$ cat src/rtl/fifo_rd_stream.sv
// fifo_rd_stream: pops show-ahead FIFO words and streams them out as narrow beats, LSB slice first
module fifo_rd_stream #(
  parameter int DWID = 16,
  parameter int OWID = 8,
  parameter int CNT_WID = 16
) (
  input  logic               clk,
  input  logic               rst,
  input  logic               en_i,
  input  logic               fifo_empty_i,
  input  logic [DWID-1:0]    fifo_rdata_i,
  output logic               fifo_rd_o,
  output logic               m_valid_o,
  output logic [OWID-1:0]    m_data_o,
  output logic               m_last_o,
  input  logic               m_ready_i,
  output logic               busy_o,
  output logic [CNT_WID-1:0] word_cnt_o
);
  localparam int RATIO = DWID / OWID;
  localparam int BWID = RATIO > 1 ? $clog2(RATIO) : 1;
  typedef enum logic {IDLE, SEND} state_t;
  state_t state;
  logic [DWID-1:0] sh;
  logic [BWID-1:0] beat;
  logic fetch, last, xfer;
  assign fetch = en_i & ~fifo_empty_i;
  assign last = beat == BWID'(RATIO - 1);
  assign xfer = state == SEND & m_ready_i;
  assign fifo_rd_o = rst & fetch & (state == IDLE | (xfer & last));
  assign m_valid_o = state == SEND;
  assign busy_o = state == SEND;
  assign m_data_o = sh[OWID-1:0];
  assign m_last_o = state == SEND & last;
  always_ff @(posedge clk or negedge rst)
    if (!rst) begin
      state <= IDLE;
      sh <= '0;
      beat <= '0;
      word_cnt_o <= '0;
    end else begin
      if (fifo_rd_o) begin
        sh <= fifo_rdata_i;
        beat <= '0;
        state <= SEND;
      end else if (xfer & last) state <= IDLE;
      else if (xfer) begin
        sh <= sh >> OWID;
        beat <= beat + BWID'(1);
      end
      if (xfer & last) word_cnt_o <= word_cnt_o + CNT_WID'(1);
    end
endmodule

$ cat config.mk
export PLATFORM = sky130hd
export DESIGN_NAME = fifo_rd_stream
export DESIGN_NICKNAME = d
export VERILOG_FILES = /design/src/rtl/fifo_rd_stream.sv
export SDC_FILE = /design/constraint.sdc
export NUM_CORES = 1
export LEC_CHECK = 0
export CELL_PAD_IN_SITES_DETAIL_PLACEMENT = 1
export CELL_PAD_IN_SITES_GLOBAL_PLACEMENT = 2
export CORE_MARGIN = 2
export CORE_UTILIZATION = 28
export DETAILED_ROUTE_END_ITERATION = 7
export HOLD_SLACK_MARGIN = 0.06
export PLACE_DENSITY_LB_ADDON = 0.1
export SLEW_MARGIN = 20
export SYNTH_ARGS = -nofsm -noshare
export SYNTH_HDL_FRONTEND = slang
export SYNTH_SLANG_ARGS = --single-unit
$ cat constraint.sdc
create_clock -name clk -period 2.3 [get_ports clk]
set_clock_uncertainty 0.15 [all_clocks]
set_input_delay 0.46 -clock clk [delete_from_list [all_inputs] [get_ports clk]]
set_output_delay 0.46 -clock clk [all_outputs]
set_load 0.005 [all_outputs]
# --- Word level (Yosys, flattened, before mapping) ---
# Index checks and enable logic that the tools add are counted.
word_totals:
  regBits: 34
  inputBits: 21
  wordCells: 27
classes:
  add_sub_neg: 2
  eq_ne: 1
  mux: 8
  bitwise: 9
  n_reduce_logical: 3
ops:
  columns: ["cell", "n"]
  rows:
  - ["two-way mux 16 bit", 3]
  - ["adder 16 x 1 -> 16 bit, second input constant", 1]
  - ["AND 1 bit", 6]
  - ["two-way mux 1 bit", 5]
  - ["nonzero test 2 bit", 2]
  - ["!= test 2 bit, second input constant", 1]
  - ["inverter 1 bit", 2]
  - ["AND reduction 2 bit", 1]
  - ["adder 1 bit, second input constant", 1]
  - ["bitwise OR 1 bit", 1]

# --- Longest topological paths before layout ---
# Gate-level depths: netlist (run 1).
logic_depth:
  depth_word: 6
  depth_mapped: 6
  depth_no_buf: 5

# --- Least setup slack after synthesis (run 1) ---
# No wires, ideal clock.
synth_path:
  kind: "input port to output port"
  from: "input fifo_empty_i"
  to: "output fifo_rd_o"
  arrival_ns: 1.291
  setup_slack_ns: 0.399
  path_stages: 4
  path_cell_list: "nand3b_1 > a21oi_2 > buf_2 > buf_2"
synth_between:
  elab_chain_cells: 4
synth_rtl:
  columns: ["item", "line", "text"]
  rows:
  - ["start: declaration", "10", "input logic fifo_empty_i,"]
  - ["inverter 1 bit", "27", "assign fetch = en_i & ~fifo_empty_i;"]
  - ["AND 1 bit", "27", null]
  - ["AND 1 bit (2 in a row)", "30", "assign fifo_rd_o = rst & fetch & (state == IDLE | (xfer & last));"]
  - ["end: declaration", "12", "output logic fifo_rd_o,"]
# No other way between the ends.

# --- Worst setup path after layout (run 1) ---
layout_path:
  from: "register state, in the netlist busy_o"
  to: "output m_last_o"
layout_between:
  elab_chain_cells: 1
layout_rtl:
  columns: ["item", "line", "text"]
  rows:
  - ["start: declaration", "23", "state_t state;"]
  - ["start signal: assignment", "37", "state <= IDLE;"]
  - ["start signal: assignment", "45", "state <= SEND;"]
  - ["start signal: assignment", "46", "end else if (xfer & last) state <= IDLE;"]
  - ["AND 1 bit", "34", "assign m_last_o = state == SEND & last;"]
  - ["end: declaration", "15", "output logic m_last_o,"]
# No other way between the ends.

==> results of run 1 <==
## through the flow
stage	cell area [µm²]	hold slack, ns	setup slack, ns	std cells	util (%)
2_1_floorplan	1530	0.0144	0.399	141	-
3_3_place_gp	2050	0.307	-0.0484	252	39.4
3_5_place_dp	2050	0.316	-0.103	252	39.4
4_1_cts	2160	0.122	0.187	260	41.4
5_1_grt	2160	0.134	0.112	260	41.4
6_report	2160	0.101	0.202	260	41.4
## sequential cells by signal, indices dropped and copies added, names as in the netlist
name and flops:
word_cnt_o 16, sh 16, beat 1, busy_o 1
## synthesized netlist by cell type, types with 4 or more instances
master / count / area, µm²
nor2_1: 4 / 15.0
nand3_1: 7 / 35.0
xnor2_1: 10 / 87.6
buf_4: 10 / 75.1
and3_1: 4 / 25.0
o21ai_0: 8 / 40.0
xor2_1: 5 / 43.8
nand2_1: 24 / 90.1
dfrtp_1: 34 / 851
a21o_1: 8 / 60.1
a22o_1: 8 / 70.1
## routing by layer
layer	vias to the layer above	wire (µm)	GRT usage, %
met1	574	1640	16.2
met5	-	0	0
li1	572	-	-
met4	0	23	4.74
met2	31	1820	21.6
met3	2	154	3.26
## logic make-up after synthesis
| group | Yosys count | share of synthesized area (%) |
|---|---|---|
| and+or+nand+nor | 49 | 16.0 |
| AOI/OAI and AO/OA | 26 | 12.0 |
| buffers and inverters | 15 | 6.29 |
| adders and majority gates | 1 | 0.817 |
| muxes | 1 | 0.735 |
| DFF | 34 | 55.6 |
| xor gates and xnor gates | 15 | 8.58 |
## critical path: stages (launching register included)
cell	delay (ns)
dfrtp_1	0.53
and2_1	0.18
clkdlybuf4s50_1	0.50
## power groups by stage
| stage | logic (µW) | registers, µW | clock network, µW |
|---|---|---|---|
| global placement | 609 | 928 | 0 |
| CTS | 634 | 926 | 552 |
| detailed placement | 627 | 937 | 0 |
| finish | 618 | 922 | 532 |
| global route | 686 | 963 | 579 |
| floorplan | 367 | 897 | 0 |
## path summary, 6_finish.rpt
check	from	end	slack, ns
worst max-delay path	busy_o$_DFFE_PN0P_	m_last_o	0.20
worst min-delay path	rst	word_cnt_o[4]$_DFFE_PN0P_	0.10
worst max register to register	busy_o$_DFFE_PN0P_	word_cnt_o[9]$_DFFE_PN0P_	0.41
worst min register to register	sh[2]$_DFFE_PN0P_	sh[2]$_DFFE_PN0P_	0.33
max in group asynchronous	rst	sh[7]$_DFFE_PN0P_	1.58
min in group clk	sh[2]$_DFFE_PN0P_	sh[2]$_DFFE_PN0P_	0.33
## layout make-up
| class | instances | area share [%] |
|---|---|---|
| flip-flops and latches | 34 | 39.5 |
| multi-input cells | 92 | 27.1 |
| repair buffers | 54 | 24.1 |
| well taps | 70 | 4.06 |
| clock buffers | 7 | 3.54 |
| clock inverters | 1 | 1.39 |
| inverters | 2 | 0.348 |
==> run metrics, run 1 <==
Synthesis Warnings 0; clock power share 25.7%; HPWL Detailed 2.66 mm; worst-case clock buffer depth 2; Hold Path Class input pin to asynchronous set/reset pin; antenna viol nets, final 0; Setup Fix Bufs, Post-CTS 0; largest net degree at the start of global routing 35; Syn Nets 163; Layout area overhead 40.8%; Peak VDD IR 0.000442 V; CP endpoint kind primary output; commonest non-fill, non-tap cell in the layout clkdlybuf4s50_1; Sw Pwr 588 µW; first-pass GRT wire length 6.17 mm; fraction of layout cells with a size suffix above 1 9.47%; area of the die 6080 µm²; CTS tree done; Die Wd 78.0 µm; antenna diode count 0; Reg power frac 44.5%; Die H 78.0 µm; setup total negative slack 0 ns; Nets 211; CTS Hold Bufs 0; area of the multi-input gates 584 µm²; Netlist Area Pre-Place 1530 µm²; via count 1179; Gate Count Post-Synth 141; row count 26; Worst-Skew Late Latency 0.28 ns; Fillers 597; RePlAce Congestion 0.725; data arrival time of the worst path 1.49 ns; total global-route track usage 12.9%; Yosys cell types 27; # resized after CTS 1; share of the yosys chip area belonging to registers 55.6%; cts bufs inserted 5; Synth Flop Type dfrtp_1; Worst EP required 1.69 ns; syn avg cell area 10.9 µm²; # setup viols final 0; fin crit period 2.10 ns; sw frac 28.4%; boundary pin count 49; initial antenna violation count 0; asr flop ratio synth 100%; drt pass-1 iters 4; input/output buffers 48; # clock sinks 34; flip-flop and latch area 851 µm²; htree depth 2; static leakage 0.000998 µW; total core area 5200 µm²; reg2reg path depth 5; critical path type flip-flop to primary output; Peak Freq 477 MHz; vias in the first global route 1276; RSZ-0062 raised after global routing false; gr ovfl total 0; status complete, no violations; Comb power frac 29.8%; most frequent cells in the layout clkdlybuf4s50_1, dfrtp_1, nand2_1; total power 2070 µW; Worst-Margin Slew 0.580 ns; CTS clock-pin slew for the worst setup and hold paths 0.07 ns; vias per std cell 4.53; startpoint class of the critical path flip-flop; relative slew slack 61.2%; Routed WL 3.63 mm; final slew viol count 0; Power per Cell Area 961 nW/µm²; FF+latch count, synth 34; Post-synth EDFFs 0; WL per Instance 14.0 µm; DR iter-0 viols 40; Post-route DRC 0; Hold Vio Cnt, Final 0; Worst Path Max Fanout 10; Initial Utilization 29.4%; Int Power 1480 µW; root cell of the clock tree clkbuf_8; max_cap viols 0; crit share post-route 91.2%
Note: power is estimated with default switching activity, not from simulation.
==> run 2, diff against run 1 <==
RECOVER_POWER = 25   (was default)
==> run 2 against run 1 <==
Final cell count stayed put; via count is 0.59% higher; worst setup slack worse by 0.010 ns; die area stayed put; routed wire length is 0.28% lower; power hardly changed; sequential share of layout area is 0.069 points higher; first-iteration DRC count is 7.5% higher; sequential cell count stayed put.
==> run metrics, run 2 (synthesized netlist as in run 1, its figures left out) <==
status complete, no violations; Placed Instances 252 (unchanged); Int Power 1480 µW (about the same); total core area 5200 µm² (unchanged); vias per std cell 4.56 (+0.59%); Hold Vio Cnt, Final 0 (unchanged); Power per Cell Area 964 nW/µm² (+0.25%); Post-route DRC 0 (unchanged); gr ovfl total 0 (unchanged); antenna viol nets, final 0 (unchanged); fin util 41.3% (-0.072 points); Final Non-Filler Cells 260 (unchanged); antenna diode count 0 (unchanged); biggest registers after layout sh: 16 flops, word_cnt_o: 16 flops; fin crit period 2.11 ns (+0.0102 ns); crit-path max cell delay 0.54 ns (about the same); data arrival time of the worst path 1.50 ns (about the same); initial antenna violation count 0 (unchanged); Die Wd 78.0 µm (unchanged); Peak VDD IR 0.000443 V (+0.33%); worst-case clock buffer depth 2 (unchanged); Comb power frac 29.7% (about the same); total power 2070 µW (about the same); M3 GR Usage 3.26% (unchanged); GRT met1 Usage 16.2% (unchanged); # clock sinks 34 (unchanged); Die H 78.0 µm (unchanged); Worst-Skew Late Latency 0.28 ns (about the same); fraction of layout cells with a size suffix above 1 8.95% (-0.53 points); static leakage 0.000994 µW (-0.34%); Layout area overhead 40.5%; Worst Path Max Fanout 10 (unchanged); total global-route track usage 12.9% (unchanged); HPWL Detailed 2.66 mm (unchanged); DR iter-0 viols 43 (+7.5%); input/output buffers 48 (unchanged); vias in the first global route 1276 (unchanged); boundary pin count 49 (unchanged); Nets 211 (unchanged); htree depth 2 (unchanged); startpoint class of the critical path flip-flop; largest net degree at the start of global routing 35 (unchanged); Hold Slack 0.308 ns (+0.207 ns); Hold Path Class input pin to asynchronous set/reset pin; first-pass GRT wire length 6.17 mm (unchanged); RePlAce Congestion 0.725 (unchanged); Worst EP required 1.69 ns (about the same); root cell of the clock tree clkbuf_8; area of the die 6080 µm² (unchanged); crit share post-route 91.7% (+0.44 points); Worst path slowest cell dfrtp_1; CTS clock-pin slew for the worst setup and hold paths 0.07 ns (about the same); Initial Utilization 29.4% (unchanged); cells along the critical path and2_1, clkdlybuf4s50_1; commonest non-fill, non-tap cell in the layout clkdlybuf4s50_1; row count 26 (unchanged); Routed WL 3.62 mm (-0.28%); clock power share 25.7% (about the same); most frequent cells in the layout clkdlybuf4s50_1, dfrtp_1, nand2_1; relative slew slack 42.8% (-18 points); max_cap viols 0 (unchanged); final slew viol count 0 (unchanged); critical path type flip-flop to primary output; via count 1186 (+0.59%); GRT busiest layer met2; drt pass-1 iters 4 (unchanged); sw frac 28.5% (+0.10 points); # setup viols final 0 (unchanged); CP endpoint kind primary output; Fillers 598 (+0.17%); CTS tree done; Peak Freq 474 MHz (-0.49%); RSZ-0062 raised after global routing false; M2 GR Usage 21.6% (unchanged); Worst-Margin Slew 0.858 ns (+0.277 ns); Reg power frac 44.6% (about the same); cts bufs inserted 5 (unchanged); Sw Pwr 591 µW (+0.43%); WL per Instance 13.9 µm (-0.28%)
==> run 2: cell count changes in the layout (fill, tap and decap cells not counted), sizes merged <==
cell	change
clkbuf	+2
buf	-2
==> run 2: final timing paths <==
kind | slack, ns | end | start | depth (start not counted)
max in group asynchronous | 1.15 | sh[7]$_DFFE_PN0P_ | rst | 2
max | 0.19 | m_last_o | busy_o$_DFFE_PN0P_ | 2
max reg2reg | 0.41 | word_cnt_o[9]$_DFFE_PN0P_ | busy_o$_DFFE_PN0P_ | 5
min reg2reg | 0.33 | sh[2]$_DFFE_PN0P_ | sh[2]$_DFFE_PN0P_ | 1
min in group clk | 0.33 | sh[2]$_DFFE_PN0P_ | sh[2]$_DFFE_PN0P_ | 1
min | 0.31 | word_cnt_o[4]$_DFFE_PN0P_ | rst | 2
==> run 2: stage by stage <==
step           TNS [ns]  cell area (µm²)  setup WS (ns)
6_report              0             2150          0.192
5_1_grt               0             2150          0.112
4_1_cts               0             2160          0.187
3_5_place_dp     -0.178             2050         -0.103
3_3_place_gp    -0.0543             2050        -0.0484
2_1_floorplan         0             1530          0.399
==> run 2: layer usage <==
metal  vias up  routed length [µm]
met2        31                1830
met4         0                  23
met5         -                   0
met1       582                1620
li1        571                   -
met3         2                 154
==> run 2: timing repair <==
item | in CTS | in global routing
gates resized for setup | 1 | 0
hold buffers | 0 | 0
setup buffers | 0 | 0
setup endpoints to repair | 1 | 0
==> run 2: area by class of cell <==
cell class / instances / area (µm²) / area share, %
inverters: 2 / 7.51 / 0.349
repair buffers: 54 / 515 / 24.0
flip-flops and latches: 34 / 851 / 39.5
well taps: 70 / 87.6 / 4.07
clock inverters: 1 / 30.0 / 1.40
multi-input cells: 92 / 584 / 27.2
clock buffers: 7 / 76.3 / 3.55
==> run 2: critical path: cells and delay by family (launching register included) <==
kind,cells,cell delay (ns)
buf+inv,1,0.50
flops,1,0.54
simple gates,1,0.18
==> run 2: power groups by stage <==
stage               combinational, µW  sequential, µW  clock, µW
finish                            616             924        533
global route                      684             963        579
CTS                               634             926        552
detailed placement                627             937          0
global placement                  609             928          0
floorplan                         367             897          0
==> run 3, diff against run 2 <==
--- a/config.mk
+++ b/config.mk
@@ -7,2 +7,3 @@
 export LEC_CHECK = 0
+export ABC_CLOCK_PERIOD_IN_PS = 2300
 export CELL_PAD_IN_SITES_DETAIL_PLACEMENT = 1
==> constraint.sdc (replaced) <==
create_clock -name clk -period 2.3 [get_ports clk]
set_clock_uncertainty 0.15 [all_clocks]
set_input_delay 0.575 -clock clk [delete_from_list [all_inputs] [get_ports clk]]
set_output_delay 0.575 -clock clk [all_outputs]
set_load 0.005 [all_outputs]
==> run 3 against run 2 <==
Worst hold slack improved by 0.016 ns; global-route usage increased by 0.19 points; maximum frequency decreased by 3.3%; design area decreased by 0.81%; register-to-register slack improved by 0.12 ns; final cell count unchanged; clock-buffer cell count unchanged; combinational power about the same; sequential power about the same; critical endpoint is now fifo_rd_o.
==> run metrics, run 3 (synthesized netlist as in run 1, its figures left out) <==
Worst EP required 1.57 ns (-0.12 ns); RSZ-0062 raised after global routing false; commonest non-fill, non-tap cell in the layout clkdlybuf4s50_1; HPWL Detailed 2.76 mm (+4.0%); Power per Cell Area 935 nW/µm² (-3.0%); area of the die 6080 µm² (unchanged); CTS Hold Bufs 0 (unchanged); Worst Path Max Fanout 2 (-8); Reg power frac 46.4% (+1.8 points); register-to-register setup slack 0.53 ns (+0.12 ns); initial antenna violation count 0 (unchanged); Worst-Skew Late Latency 0.28 ns (about the same); max_cap viols 0 (unchanged); most frequent cells in the layout clkdlybuf4s50_1, dfrtp_1, nand2_1; status complete, no violations; data arrival time of the worst path 1.45 ns (-0.05 ns); reg-to-reg critical path startpoint beat$_DFFE_PN0P_; Die H 78.0 µm (unchanged); total power 2000 µW (-3.8%); drt pass-1 iters 4 (unchanged); crit share post-route 94.7% (+3.1 points); reg2reg path depth 5 (unchanged); startpoint class of the critical path input pin; Int Power 1400 µW (-5.5%); CTS clock-pin slew for the worst setup and hold paths 0.07 ns (about the same); Peak Freq 459 MHz (-3.3%); Fillers 597 (-0.17%); worst-case clock buffer depth 2 (unchanged); Die Wd 78.0 µm (unchanged); Hold EP word_cnt_o[15]$_DFFE_PN0P_; total global-route track usage 13.1% (+0.19 points); Routed WL 3.68 mm (+1.6%); CP endpoint kind primary output; Placed Instances 252 (unchanged); crit-path max cell delay 0.39 ns (-0.15 ns); static leakage 0.000986 µW (-0.86%); # setup viols final 0 (unchanged); Layout area overhead 39.4%; biggest registers after layout sh: 16 flops, word_cnt_o: 16 flops; DR iter-0 viols 90 (+110%); # clock sinks 34 (unchanged); fin crit period 2.18 ns (+0.0710 ns); htree depth 2 (unchanged); first-pass GRT wire length 6.32 mm (+2.5%); Initial Utilization 29.4% (unchanged); hold_sp word_cnt_o[15]$_DFFE_PN0P_; Hold Path Class flip-flop to flip-flop; gr ovfl total 0 (unchanged); Hold Vio Cnt, Final 0 (unchanged); WL per Instance 14.2 µm (+1.6%); Comb power frac 30.8% (+1.1 points); Final Non-Filler Cells 260 (unchanged); total core area 5200 µm² (unchanged); flip-flop and latch area 852 µm² (+0.15%); Sw Pwr 594 µW (+0.53%); area of the multi-input gates 584 µm² (unchanged); clock power share 22.8% (-2.9 points); largest net degree at the start of global routing 35 (unchanged); row count 26 (unchanged); setup total negative slack 0 ns (unchanged); worst setup path start fifo_empty_i; Nets 211 (unchanged); RePlAce Congestion 0.723 (-0.18%); Worst path slowest cell clkdlybuf4s50_1; sw frac 29.8% (+1.3 points); via count 1199 (+1.1%); boundary pin count 49 (unchanged); cells along the critical path clkdlybuf4s50_1, nand3b_1, a21oi_2, clkbuf_2; antenna viol nets, final 0 (unchanged); input/output buffers 48 (unchanged); antenna diode count 0 (unchanged); final slew viol count 0 (unchanged); RR Endpoint sh[2]$_DFFE_PN0P_; critical path type input pin to primary output; Peak VDD IR 0.000524 V (+18%); fin util 41.0% (-0.34 points); Worst-Margin Slew 0.857 ns (-0.000804 ns); fraction of layout cells with a size suffix above 1 10.5% (+1.6 points); root cell of the clock tree clkbuf_8; CTS tree done; cts bufs inserted 5 (unchanged); Post-route DRC 0 (unchanged); vias per std cell 4.61 (+1.1%); vias in the first global route 1298 (+1.7%); relative slew slack 42.9% (+0.054 points); Hold Path Cell Cnt 1
run 3: power by group through the flow:
stage	Combinational, µW	Sequential (µW)	Clock, µW
global placement	608	927	0
global route	681	958	498
detailed placement	629	934	0
finish	615	925	455
floorplan	367	897	0
CTS	631	926	477
run 3: final cells by class:
cell class / instances / area share [%]
clock inverter: 1 / 0.234
timing repair buffer: 54 / 24.0
inverter: 2 / 0.352
sequential: 34 / 39.9
clock buffer: 7 / 4.04
multi-input combinational: 92 / 27.4
tap: 70 / 4.10
run 3: how the worst max path moves through the flow:
stage                     cells past startpoint   endpoint  slack, ns
after floorplan                               4  fifo_rd_o       0.17
after global placement                        4  fifo_rd_o      -0.28
after detailed placement                      4  fifo_rd_o      -0.28
after CTS                                     4  fifo_rd_o       0.01
after global routing                          4  fifo_rd_o       0.05
final                                         4  fifo_rd_o       0.12
run 3: per-layer routing:
layer	track usage [%]	vias to the layer above	part of all wire, %
li1	-	571	-
met4	3.16	0	0.73
met2	21.4	34	50
met5	0	-	0
met3	4.42	4	4.0
met1	16.9	590	45
run 3: stage by stage:
stage | area, µm² | hold WS [ns] | setup WS (ns)
finish | 2130 | 0.324 | 0.121
CTS | 2140 | 0.237 | 0.0111
floorplan | 1530 | 0.129 | 0.169
global route | 2130 | 0.350 | 0.0457
global placement | 2050 | 0.307 | -0.277
detailed placement | 2050 | 0.315 | -0.282
run 3: timing repair:
| item | 4_1_cts | 5_1_grt |
|---|---|---|
| gates resized for setup | 2 | 2 |
| buffers inserted | 0 | 0 |
| setup endpoints to repair | 1 | 2 |
| pin swaps | 0 | 0 |
run 3: critical path, delay by kind of cell:
family | cells | cell delay (ns)
compound gates | 1 | 0.15
buf+inv | 2 | 0.53
simple gates | 1 | 0.19
